`src/rtl/cacheline_adaptor.sv`:
```
// Converts a single-cycle cache-line request into a BEATS-long memory burst
// and back; every output is a register.
module cacheline_adaptor #(
  parameter int unsigned LINE_W  = 256,
  parameter int unsigned BURST_W = 64,
  parameter int unsigned BEATS   = 4
) (
  input  logic               clk,
  input  logic               rst,
  input  logic [LINE_W-1:0]  line_i,
  output logic [LINE_W-1:0]  line_o,
  input  logic [31:0]        address_i,
  input  logic               read_i,
  input  logic               write_i,
  output logic               resp_o,
  input  logic [BURST_W-1:0] burst_i,
  output logic [BURST_W-1:0] burst_o,
  output logic [31:0]        address_o,
  output logic               read_o,
  output logic               write_o,
  input  logic               resp_i
);

  localparam int unsigned CNT_W = (BEATS > 1) ? $clog2(BEATS) : 1;

  typedef enum logic [1:0] {IDLE, READ, WRITE, DONE} state_e;

  state_e             state_q, state_d;
  logic [CNT_W-1:0]   count_q, count_d;
  logic [LINE_W-1:0]  line_q, line_d;
  logic [LINE_W-1:0]  wline_q, wline_d;
  logic [31:0]        addr_q, addr_d;
  logic [BURST_W-1:0] burst_q, burst_d;
  logic               read_q, read_d;
  logic               write_q, write_d;
  logic               resp_q, resp_d;
  logic               last_beat;

  assign last_beat = (count_q == CNT_W'(BEATS - 1));

  always_ff @(posedge clk or posedge rst) begin
    if (rst) state_q <= IDLE;
    else     state_q <= state_d;
  end

  always_comb begin
    state_d = state_q;
    unique case (state_q)
      IDLE: begin
        if (read_i)       state_d = READ;
        else if (write_i) state_d = WRITE;
      end
      READ:    if (resp_i && last_beat) state_d = DONE;
      WRITE:   if (resp_i && last_beat) state_d = DONE;
      DONE:    state_d = IDLE;
      default: state_d = IDLE;
    endcase
  end

  always_comb begin
    count_d = count_q;
    line_d  = line_q;
    wline_d = wline_q;
    addr_d  = addr_q;
    burst_d = burst_q;
    read_d  = read_q;
    write_d = write_q;
    resp_d  = 1'b0;
    unique case (state_q)
      IDLE: begin
        if (read_i) begin
          addr_d  = address_i & ~32'h0000_001F;
          count_d = '0;
          read_d  = 1'b1;
        end else if (write_i) begin
          addr_d  = address_i & ~32'h0000_001F;
          wline_d = line_i;
          burst_d = line_i[BURST_W-1:0];
          count_d = '0;
          write_d = 1'b1;
        end
      end
      READ: begin
        if (resp_i) begin
          for (int unsigned i = 0; i < BEATS; i++) begin
            if (count_q == CNT_W'(i)) line_d[i*BURST_W +: BURST_W] = burst_i;
          end
          if (last_beat) begin
            read_d = 1'b0;
            resp_d = 1'b1;
          end else begin
            count_d = count_q + CNT_W'(1);
          end
        end
      end
      WRITE: begin
        if (resp_i) begin
          if (last_beat) begin
            write_d = 1'b0;
            resp_d  = 1'b1;
          end else begin
            count_d = count_q + CNT_W'(1);
            // Preload the next beat so burst_o stays a pure register output.
            for (int unsigned i = 0; i < BEATS; i++) begin
              if (count_q + CNT_W'(1) == CNT_W'(i)) burst_d = wline_q[i*BURST_W +: BURST_W];
            end
          end
        end
      end
      DONE:    resp_d = 1'b0;
      default: resp_d = 1'b0;
    endcase
  end

  always_ff @(posedge clk or posedge rst) begin
    if (rst) begin
      count_q <= '0;
      line_q  <= '0;
      wline_q <= '0;
      addr_q  <= '0;
      burst_q <= '0;
      read_q  <= 1'b0;
      write_q <= 1'b0;
      resp_q  <= 1'b0;
    end else begin
      count_q <= count_d;
      line_q  <= line_d;
      wline_q <= wline_d;
      addr_q  <= addr_d;
      burst_q <= burst_d;
      read_q  <= read_d;
      write_q <= write_d;
      resp_q  <= resp_d;
    end
  end

  assign line_o    = line_q;
  assign address_o = addr_q;
  assign burst_o   = burst_q;
  assign read_o    = read_q;
  assign write_o   = write_q;
  assign resp_o    = resp_q;

endmodule

```
`config.mk`:
```
export PLATFORM = sky130hd
export DESIGN_NAME = cacheline_adaptor
export DESIGN_NICKNAME = d
export VERILOG_FILES = /design/src/rtl/cacheline_adaptor.sv
export SDC_FILE = /design/constraint.sdc
export NUM_CORES = 1
export LEC_CHECK = 0
export CAP_MARGIN = 20
export CORE_AREA = 2 2 278 280
export DETAILED_ROUTE_END_ITERATION = 8
export DIE_AREA = 0 0 280 282
export GPL_TIMING_DRIVEN = 0
export HOLD_SLACK_MARGIN = 0.05
export PLACE_DENSITY = 0.61
export SYNTH_ARGS = -nofsm -noshare
export SYNTH_HDL_FRONTEND = slang
export SYNTH_SLANG_ARGS = --single-unit
```
`constraint.sdc`:
```
create_clock -name clk -period 28.9 [get_ports clk]
set_input_delay 5.78 -clock clk [delete_from_list [all_inputs] [get_ports clk]]
set_output_delay 5.78 -clock clk [all_outputs]
set_load 0.02 [all_outputs]
```
Yosys cells after proc, flatten, opt, wreduce, memory -nomap -nowiden

Cells that the tools add are included.

Bits in read-only memories: 0
Output and inout port bits: 355
Input bits: 357
Register bits after elaboration: 615
Logic and storage cells: 86
Memories kept: 0
Memory bits (writable): 0
Bits in latches: 0

Reductions and logical operators: 20
Bitwise logic cells: 1
$mul: 0
Muxes and demuxes: 30
Divide/modulo/power cells: 0
Equal/unequal tests: 22
$add $sub $neg: 1
$lt $le $gt $ge: 0
Shifts and indexed selects: 0

Operators with widths:

| operator                                               | count |
|---|---|
| two-way mux 64 bit                                     | 8 |
| case mux 64 bit (2 select lines)                       | 1 |
| two-way mux 32 bit                                     | 2 |
| inequality test 2 bit (second input constant)          | 9 |
| AND reduction 3 bit                                    | 5 |
| two-way mux 2 bit                                      | 7 |
| == test 2 bit (second input constant)                  | 6 |
| two-way mux 1 bit                                      | 8 |
| AND reduction 4 bit                                    | 2 |
| nonzero test 2 bit                                     | 4 |
| == test 2 x 1 -> 1 bit (second input constant)         | 3 |
| logical NOT 2 bit                                      | 3 |
| case mux 2 bit (3 select lines)                        | 1 |
| AND reduction 6 bit                                    | 1 |
| inequality test 5 bit (second input constant)          | 1 |
| AND reduction 5 bit                                    | 1 |
| inequality test 2 x 1 -> 1 bit (second input constant) | 2 |
| case mux 1 bit (2 select lines)                        | 2 |
| case mux 2 bit (2 select lines)                        | 1 |
| AND reduction 2 bit                                    | 2 |
| inequality test 3 bit (second input constant)          | 1 |
| adder 2 x 1 -> 2 bit (second input constant)           | 1 |
| OR reduction 2 bit                                     | 1 |
| logical AND 1 bit                                      | 1 |
| NOT 1 bit                                              | 1 |

Depth between registers and ports, before layout

Word-level depth: 9
Gate-level depth with buffers: 8

Least setup slack after synthesis

Ideal clock, no wire load.

Path type: input port to flip-flop
Start: input resp_i
End: register burst_q[0], in the netlist burst_o[0]
Path buffers: 3
Setup time: 86 ps
Data arrival time: 6,775 ps
Stages: 6
Path slack: 22,039 ps
Cells stage by stage: buf_2 -> nor2b_1 -> a2111o_1 -> buf_6 -> buf_6 -> a32oi_1

Word-level cells in the longest chain between the ends: 2

Ends and longest elaborated chain:

| what                                   | RTL line | RTL |
|---|---|---|
| from (decl)                            | 21       | `input logic resp_i` |
| inequality test 2 bit (no source line) | n/a      |  |
| AND reduction 6 bit (no source line)   | n/a      |  |
| to (signal assigned)                   | 130      | `burst_q <= burst_d;` |
| to (decl)                              | 33       | `logic [BURST_W-1:0] burst_q, burst_d;` |

No other way between the ends.
A chain may end at the register's enable or synchronous reset.

==> flow_summary_export.csv <==
group,metric,value,unit
clocking,cts_hold_buf,0,
timing,period_minus_slack,7.67,ns
logic_synthesis,syn_inst,1789,
timing,fmax,130,MHz
global_routing,grt_pass1_vias,20100,
worst_setup_path,cp_data_arrival_time,8.31,ns
timing,hold_viol_final,0,
timing,period_share,0.265,
global_routing,antenna_found_initial,15,
timing,finalSetupViolCount,0,
worst_setup_path,path_cells,"clkdlybuf4s50_1 -> inv_8 -> buf_16 -> buf_16 -> buf_16",
clocking,clock_latency,0.62,ns
clocking,clk_pin_slew,0.06,ns
clocking,numCtsBuffers,71,
pwr,power.switching,1.60,mW
detailed_routing,drt_first_pass_iters,5,
clocking,clock-sinks,610,
pwr,p_comb_frac,0.451,
logic_synthesis,synth-seq-area-share,0.591,
detailed_routing,wl_per_cell,25.6,um
detailed_routing,drtIter0Drc,895,
pwr,irDropWorstVdd,0.0000772,V
pwr,power.internal,2.79,mW
place,dp_hpwl,69900,um
floorplanning,die_x,280,um
timing,hold_slack,0.494,ns
layout,final_layout_size_suffix_gt1_frac,0.328,
floorplanning,rows,101,
logic_synthesis,synth_area,0.0258,mm^2
clocking,clock-root-buffer,"clkbuf_16",
worst_setup_path,critPathMaxStageDelay,0.49,ns
global_routing,grt_max_degree,125,
layout,stdcell_count,3616,
worst_setup_path,critPathLaunchType,"input port",
place,port_buffers,700,
status,outcome,"completed",
layout,final_cell_mix,"clkdlybuf4s50_1, dfrtp_1, mux2_2",
place,placed_cells,3476,
worst_setup_path,crit_top_cell,"buf_16",
global_routing,grt_overflow,0,
detailed_routing,ant_nets,0,
logic_synthesis,avgSynthCellArea,14.4,um^2
layout,postLayoutCoreUtil,0.484,
timing,worst_pin_slew,1.02,ns
logic_synthesis,yosysUniqueCellTypes,35,
timing,tns,0,ns
timing,relSlewSlack,0.319,
floorplanning,die_area,0.0790,mm^2
pwr,finalPower,4.39,mW
detailed_routing,post-route-drc-count,0,
clocking,h-tree-depth,3,
timing,slew_viol_final,0,
logic_synthesis,yosysWarnings,0,
timing,rsz0062_at_grt,"false",
layout,mostFrequentLayoutCell,"clkdlybuf4s50_1",
detailed_routing,vias,18300,
pwr,seq_power_share,0.341,
floorplanning,core_area,0.0757,mm^2
pwr,sw_frac_of_total,0.364,
pwr,powerDensity,120,mW/mm^2
clocking,cts_setup_buffers,0,
layout,areaGrowthSynthToFinish,41.8,%
worst_setup_path,crit_path_top_delay_cell,"clkdlybuf4s50_1",
floorplanning,ios,712,
place,place_congestion,0.872,
worst_hold_path,holdCritPathClass,"flop to flop",
worst_setup_path,crit_path_max_fanout,124,
clocking,cts_buffer_depth,3,
detailed_routing,viasPerCell,5.07,
clocking,cts_tree,"done",
worst_setup_path,crit_type,"input port to asynchronous set/reset pin",
worst_setup_path,crit_required,29.54,ns
layout,final_nets,2942,
detailed_routing,routed_wl,92500,um
global_routing,grt_pass1_wl,134000,um
global_routing,grt_usage,0.230,
pwr,leakage,15.7,nW
floorplanning,start_util,0.341,
floorplanning,die_h,282,um
worst_setup_path,setup.worst_path.end_class,"asynchronous set/reset pin",
logic_synthesis,ys_seq_elements,610,
clocking,post_cts_resized,0,
run,drv_cap,0,
pwr,clkPwrFrac,0.208,
timing,skew,0.0221,ns
logic make-up after synthesis:
logic type               Yosys count  synth area share
AO/OA/AOI/OAI                    205            0.0593
AND/OR/NAND/NOR                  151            0.0431
adder cells (fa/ha/maj)           14           0.00678
other                              1          0.000145
buffers and inverters            202            0.0358
flip-flops                       610             0.591
multiplexers                     606             0.264
synth_stat cells:
cell type	number	share of area
nand3b_1	1	0.00029
o22ai_1	1	0.00024
and3_1	1	0.00024
buf_4	5	0.0015
and2_1	1	0.00024
conb_1	1	0.00015
o211ai_1	1	0.00029
nand3_1	3	0.00058
nand3_2	4	0.0015
o21ai_2	1	0.00034
a32oi_1	64	0.022
a2111o_1	1	0.00044
nand2_1	2	0.00029
a31oi_1	1	0.00024
o31a_1	1	0.00034
nor3_1	1	0.00019
a211oi_1	1	0.00029
buf_6	7	0.0031
clkbuf_1	42	0.0061
nor2b_1	3	0.00073
mux2_2	603	0.26
a31o_2	1	0.00034
buf_2	77	0.015
nor3b_1	1	0.00029
nand2b_1	68	0.016
or3b_2	47	0.016
o21ai_0	67	0.013
ha_1	14	0.0068
dfrtp_1	610	0.59
or3b_1	17	0.0058
a21oi_1	2	0.00039
or2_2	2	0.00048
inv_1	71	0.010
o2111ai_1	64	0.022
mux2i_1	3	0.0012
metrics by stage:
step | area, um^2 | worst slack [ns]
after CTS | 36600 | 21.19
after global routing | 36600 | 20.86
after global placement | 34100 | -0.878
final | 36600 | 21.23
after detailed placement | 34200 | 20.57
after floorplan | 25800 | 6.04
area by class of cell:
cell class	instances	area, um^2
antenna	9	22.5
timing repair buffer	705	7140
multi-input combinational	981	9660
clock inverter	22	284
inverter	71	274
clock buffer	109	2100
buffer	131	659
fill	6564	39100
sequential	610	15300
tap	978	1220
registers in the layout (all words and copies together) (netlist names):
signal     count
line_o       256
wline_q      256
burst_o       64
address_o     27
count_q        2
state_q        2
read_o         1
resp_o         1
write_o        1
power by group through the flow:
stage	logic, mW	clock network [mW]	registers (mW)
after floorplan	0.843	0	1.73
after global placement	1.96	0	1.49
after detailed placement	1.99	0	1.50
after CTS	2.00	0.936	1.49
after global routing	2.10	0.968	1.54
final	1.98	0.913	1.49
per-layer routing:
layer | wire [um] | up-vias | track usage
met5 | 50 | - | 0
met4 | 2510 | 8 | 0.0723
met3 | 7240 | 154 | 0.0703
met2 | 47800 | 654 | 0.413
met1 | 34900 | 9468 | 0.262
li1 | - | 8063 | -
worst max-delay path, delay by kind of cell:
family   cells  cell delay, ns
buf+inv      5            2.16
path summary, 6_finish.rpt:
| path | startpoint | end | slack (ns) | depth (start not counted) |
|---|---|---|---|---|
| min in group asynchronous | rst | line_o[118] | 5.58 | 2 |
| max in group clk | line_o[76] | line_o[76] | 21.40 | 1 |
| worst max register to register | state_q[0] | burst_o[24] | 26.05 | 7 |
| worst min-delay path | wline_q[211] | wline_q[211] | 0.49 | 1 |
| worst max-delay path | rst | wline_q[217] | 21.23 | 5 |
| worst min register to register | wline_q[211] | wline_q[211] | 0.49 | 1 |
Power figures use the tool's default switching activity.
